==> src/rtl/guess_entry.sv <==
// guess_entry: player-side guess assembler feeding the grader.
// Collects one shape per slot into Guess, raises GradeIt on Submit and
// clears itself once the grader returns GuessReady.
// Optional feature macro: GUESS_DUP_CHECK_EN rejects a load whose shape
// already sits in another filled slot.
module guess_entry #(
  parameter int unsigned NUM_SLOTS = 4,
  parameter int unsigned SHAPE_W   = 3,
  parameter int unsigned MAX_SHAPE = 5,
  localparam int unsigned GUESS_W  = NUM_SLOTS * SHAPE_W
) (
  input  logic                 CLOCK_50,
  input  logic                 reset,
  input  logic                 StartGame,
  input  logic [SHAPE_W-1:0]   GuessShape,
  input  logic [1:0]           GuessLocation,
  input  logic                 LoadGuess,
  input  logic                 Submit,
  input  logic                 GuessReady,
  output logic [GUESS_W-1:0]   Guess,
  output logic                 GradeIt,
  output logic [NUM_SLOTS-1:0] slotsFilled,
  output logic                 busy,
  output logic                 EntryError
);

  // One extra bit so out-of-range slot indices are representable.
  localparam int unsigned LOC_W = $clog2(NUM_SLOTS) + 1;

  typedef enum logic [1:0] {IDLE, ENTER, GRADE} entryState;

  entryState            state;
  entryState            nextState;
  logic [LOC_W-1:0]     locExt;
  logic                 locOk;
  logic                 shapeOk;
  logic                 dupHit;
  logic                 loadOk;
  logic                 allFilled;
  logic [GUESS_W-1:0]   guessNext;
  logic [NUM_SLOTS-1:0] filledNext;
  logic                 errNext;

  assign locExt    = LOC_W'(GuessLocation);
  assign locOk     = locExt < LOC_W'(NUM_SLOTS);
  assign shapeOk   = GuessShape <= SHAPE_W'(MAX_SHAPE);
  assign allFilled = &slotsFilled;
  assign loadOk    = locOk && shapeOk && !dupHit;

`ifdef GUESS_DUP_CHECK_EN
  // Flag a shape already present in a different filled slot.
  always_comb begin
    dupHit = 1'b0;
    for (int i = 0; i < int'(NUM_SLOTS); i++) begin
      if (slotsFilled[i] && (LOC_W'(i) != locExt) &&
          (Guess[SHAPE_W*i +: SHAPE_W] == GuessShape)) begin
        dupHit = 1'b1;
      end
    end
  end
`else
  assign dupHit = 1'b0;
`endif

  // State register.
  always_ff @(posedge CLOCK_50) begin
    if (!reset) begin
      state <= IDLE;
    end else begin
      state <= nextState;
    end
  end

  // Next-state logic; StartGame low wins over everything but reset.
  always_comb begin
    nextState = state;
    if (!StartGame) begin
      nextState = IDLE;
    end else begin
      case (state)
        IDLE:    nextState = ENTER;
        ENTER:   if (!LoadGuess && Submit && allFilled) nextState = GRADE;
        GRADE:   if (GuessReady) nextState = ENTER;
        default: nextState = IDLE;
      endcase
    end
  end

  // Next values of the guess word, slot flags and error pulse.
  always_comb begin
    guessNext  = Guess;
    filledNext = slotsFilled;
    errNext    = 1'b0;
    if (!StartGame) begin
      guessNext  = '0;
      filledNext = '0;
    end else begin
      case (state)
        ENTER: begin
          if (LoadGuess) begin
            if (loadOk) begin
              for (int i = 0; i < int'(NUM_SLOTS); i++) begin
                if (LOC_W'(i) == locExt) begin
                  guessNext[SHAPE_W*i +: SHAPE_W] = GuessShape;
                  filledNext[i]                   = 1'b1;
                end
              end
            end else begin
              errNext = 1'b1;
            end
          end else if (Submit && !allFilled) begin
            errNext = 1'b1;
          end
        end
        GRADE: begin
          if (GuessReady) begin
            guessNext  = '0;
            filledNext = '0;
          end
        end
        default: ;
      endcase
    end
  end

  // Registered outputs; GradeIt and busy mirror the GRADE state.
  always_ff @(posedge CLOCK_50) begin
    if (!reset) begin
      Guess       <= '0;
      slotsFilled <= '0;
      GradeIt     <= 1'b0;
      busy        <= 1'b0;
      EntryError  <= 1'b0;
    end else begin
      Guess       <= guessNext;
      slotsFilled <= filledNext;
      GradeIt     <= (nextState == GRADE);
      busy        <= (nextState == GRADE);
      EntryError  <= errNext;
    end
  end

endmodule

==> config.mk <==
export PLATFORM = sky130hd
export DESIGN_NAME = guess_entry
export DESIGN_NICKNAME = d
export VERILOG_FILES = /design/src/rtl/guess_entry.sv
export SDC_FILE = /design/constraint.sdc
export NUM_CORES = 1
export LEC_CHECK = 0
export ABC_CLOCK_PERIOD_IN_PS = 1900
export BUFFER_PORTS_ARGS = -buffer_cell sky130_fd_sc_hd__buf_2
export CAP_MARGIN = 20
export CORE_UTILIZATION = 40
export CTS_CLUSTER_SIZE = 28
export DETAILED_ROUTE_END_ITERATION = 10
export GPL_ROUTABILITY_DRIVEN = 0
export PLACE_DENSITY = 0.74
export RECOVER_POWER = 100
export SETUP_SLACK_MARGIN = 0.02
export SYNTH_ARGS = -nofsm -noshare
export SYNTH_HDL_FRONTEND = slang
export SYNTH_SLANG_ARGS = --single-unit
==> constraint.sdc <==
create_clock -name CLOCK_50 -period 1.9 [get_ports CLOCK_50]
set_clock_uncertainty 0.05 [all_clocks]
set_input_delay 0.285 -clock CLOCK_50 [delete_from_list [all_inputs] [get_ports CLOCK_50]]
set_output_delay 0.285 -clock CLOCK_50 [all_outputs]
set_load 0.01 [all_outputs]
==> impl_metrics.py <==
metrics = {
    "place": {
        "dp_hpwl_mm": 1.51,
        "dpl_cell_area_um2": 1020,
        "portBuffers": 29,
    },
    "floorplan": {
        "die_w_um": 48.2,
        "num_rows": 16,
        "io_pins": 30,
        "start_util_pct": 43.0,
        "die_h_um": 48.2,
        "coreArea_um2": 1980,
        "dieArea_um2": 2320,
    },
    "logic_synthesis": {
        "synth_area_um2": 852,
        "ys_types": 31,
        "synth-main-ff-cell": "dfxtp_1",
        "yosys_warnings": 0,
        "synthArstFlopShare_pct": 0,
        "yosysSeqAreaShare_pct": 47.0,
        "syn_nets": 108,
        "synth_area_per_cell_um2": 8.78,
        "synth-edff-count": 0,
        "syn_inst": 97,
        "ys_ff_latch": 20,
    },
    "global_route": {
        "busiest_layer": "met1",
        "grt_antenna_before_repair": 0,
        "grt_pass1_vias": 660,
        "grtUsageTotal_pct": 20.0,
        "grt_max_degree": 13,
        "use_met3_pct": 2.22,
        "grt.overflow.total": 0,
        "use_met2_pct": 28.0,
        "grt_use_met1_pct": 29.8,
        "grt_pass1_wl_mm": 3.10,
    },
    "setup_path": {
        "critical_path_depth": 4,
        "crit_fanout": 7,
        "crit_family": "simple AND/OR/NAND/NOR gates",
        "critical_path_required_ps": 2040,
        "cp_slowest_cell": "or4b_1",
        "cp-start-kind": "register",
        "crit_start": "state[0]",
        "cpPeakStageDelay_ps": 570,
        "crit_buf_inv": 0,
        "worstRegToRegCells": 4,
        "r2r_start": "state[0]",
        "crit_end": "Guess[7]",
        "critPathKind": "register to register",
        "cp.arrival_ps": 1790,
        "end_kind": "register",
        "cp_cell_sequence": "nand2_2 -> or4b_1 -> a21oi_1 -> o22ai_1",
        "rrSetupSlack_ps": 250,
        "rr_endpoint": "Guess[7]",
    },
    "timing": {
        "worstMarginPinSlew_ps": 405,
        "hold_viol": 0,
        "fmax_ghz": 0.606,
        "tns_ps": 0,
        "rsz0062_at_grt": "no",
        "period_needed_ps": 1650,
        "fin_crit_sh_pct": 86.8,
        "whs_ps": 233,
        "setup_viol": 0,
        "slew_violations": 0,
        "max_slew_margin_pct": 72.9,
    },
    "cells_and_area": {
        "fill_cells": 197,
        "areaGrowthSynthToFinish_pct": 21.0,
        "fin_area_um2": 1030,
        "diodes": 0,
        "nets": 139,
        "seqCellArea_um2": 400,
        "drive_gt1_share_pct": 14.2,
        "multi_input_area_um2": 412,
    },
    "outcome": {
        "status": "complete, no violations",
    },
    "pwr": {
        "p_per_area_nw_per_um2": 803,
        "finalPower_uw": 828,
        "power.leakage_uw": 0.000381,
        "ir_drop_v": 0.000478,
    },
    "clock_network": {
        "cts_buffers": 3,
        "insertion_delay_ps": 310,
        "cts_setup_buffers": 0,
        "holdBufCountCts": 0,
        "post_cts_resized": 0,
        "tritoncts": "done",
        "clockBufferDepth": 2,
        "path_clk_slew_ps": 120,
        "cts-root-buf": "clkbuf_4",
        "cts_num_sinks": 20,
        "cts.htree.levels": 1,
    },
    "hold_path": {
        "hold_path_class": "primary input to register",
        "min_path_cells": 4,
    },
    "detailed_routing": {
        "routed_wirelength_mm": 2.06,
        "wl_per_cell_um": 13.4,
        "drc": 0,
        "first_iter_violations": 18,
        "firstDrtPassIters": 4,
        "antenna_left": 0,
        "route.vias.total": 838,
        "viasPerCell": 5.44,
    },
    "job": {
        "maxCapViolCount": 0,
    },
}
## flip-flops by register name, summed over array words and instances (netlist names)
signal       count
busy             1
state            2
slotsFilled      4
Guess           12
EntryError       1
## area by class of cell
| type | count | area share (%) |
|---|---|---|
| clock buffers | 3 | 2.18 |
| repair buffers | 30 | 12.5 |
| inverters | 1 | 0.364 |
| clock inverters | 1 | 2.91 |
| well taps | 27 | 3.28 |
| flip-flops and latches | 20 | 38.8 |
| multi-input cells | 72 | 39.9 |
## worst min path at each step
stage / from / endpoint / slack, ps
4_1_cts: GuessLocation[0] / Guess[0] / 240
6_report: GuessLocation[0] / Guess[0] / 230
3_3_place_gp: Guess[1] / Guess[1] / 390
2_1_floorplan: GuessLocation[1] / Guess[9] / 400
3_5_place_dp: Guess[1] / Guess[1] / 400
5_1_grt: GuessLocation[0] / Guess[0] / 250
## placed cells by master (no fill, tap or decap), types with 2 or more instances in the layout
cell type | synthesis | final
and3_1 | 2 | 2
clkbuf_1 | 1 | 19
buf_2 | 1 | 10
nand4_1 | 3 | 3
o22ai_1 | 8 | 8
o21a_1 | 4 | 4
a21oi_1 | 3 | 5
nand2b_1 | 2 | 2
nand3_1 | 6 | 6
dfxtp_1 | 20 | 20
a31oi_1 | 5 | 5
nand2_1 | 18 | 18
clkbuf_4 | 0 | 3
nor2_1 | 4 | 4
nor2b_1 | 2 | 2
## report_power, final
group / internal [uW] / switching [uW] / leakage [uW]
clock: 213 / 137 / 0.0000279
sequential: 422 / 3.29 / 0.000161
combinational: 18.7 / 32.9 / 0.000192
## cells by family (layout without fill, tap and decap cells)
group	after synthesis	count (layout)	share of synthesized area, %
flip-flops	20	20	47.0
buffers and inverters	5	35	2.94
AND/OR/NAND/NOR	47	47	30.5
AO/OA/AOI/OAI	25	25	19.5
## worst register-to-register path, stage by stage, from the launching register on
cell	delay (ps)
dfxtp_1	460
nand2_2	80
or4b_1	570
a21oi_1	260
o22ai_1	110
## cell usage after synthesis, drive strengths merged, types with 2 or more instances
cell / instances / area share, %
a31oi: 5 / 3.7
a21oi: 5 / 3.8
buf: 2 / 1.5
clkbuf: 2 / 1.0
and3: 2 / 1.5
nand2: 19 / 8.7
nand3: 6 / 3.5
o21ai: 2 / 1.6
o22ai: 8 / 5.9
o21a: 4 / 3.5
dfxtp: 20 / 47
nand4: 3 / 2.2
nor2: 4 / 1.8
nor2b: 2 / 1.5
nand2b: 3 / 3.1
## routing by layer
metal,part of all wire (%),wire length [um]
met5,0,0
met3,5.7,117
met2,43,884
met1,50,1030
met4,1.6,32
## per-stage QoR
step,cells,utilization (%),worst slack (ps)
after floorplan,97,-,481
after global placement,150,51.3,428
after detailed placement,150,51.3,398
after CTS,154,54.0,375
after global routing,154,52.0,166
final,154,52.0,251
No activity file was read; power rests on OpenSTA's default activity.
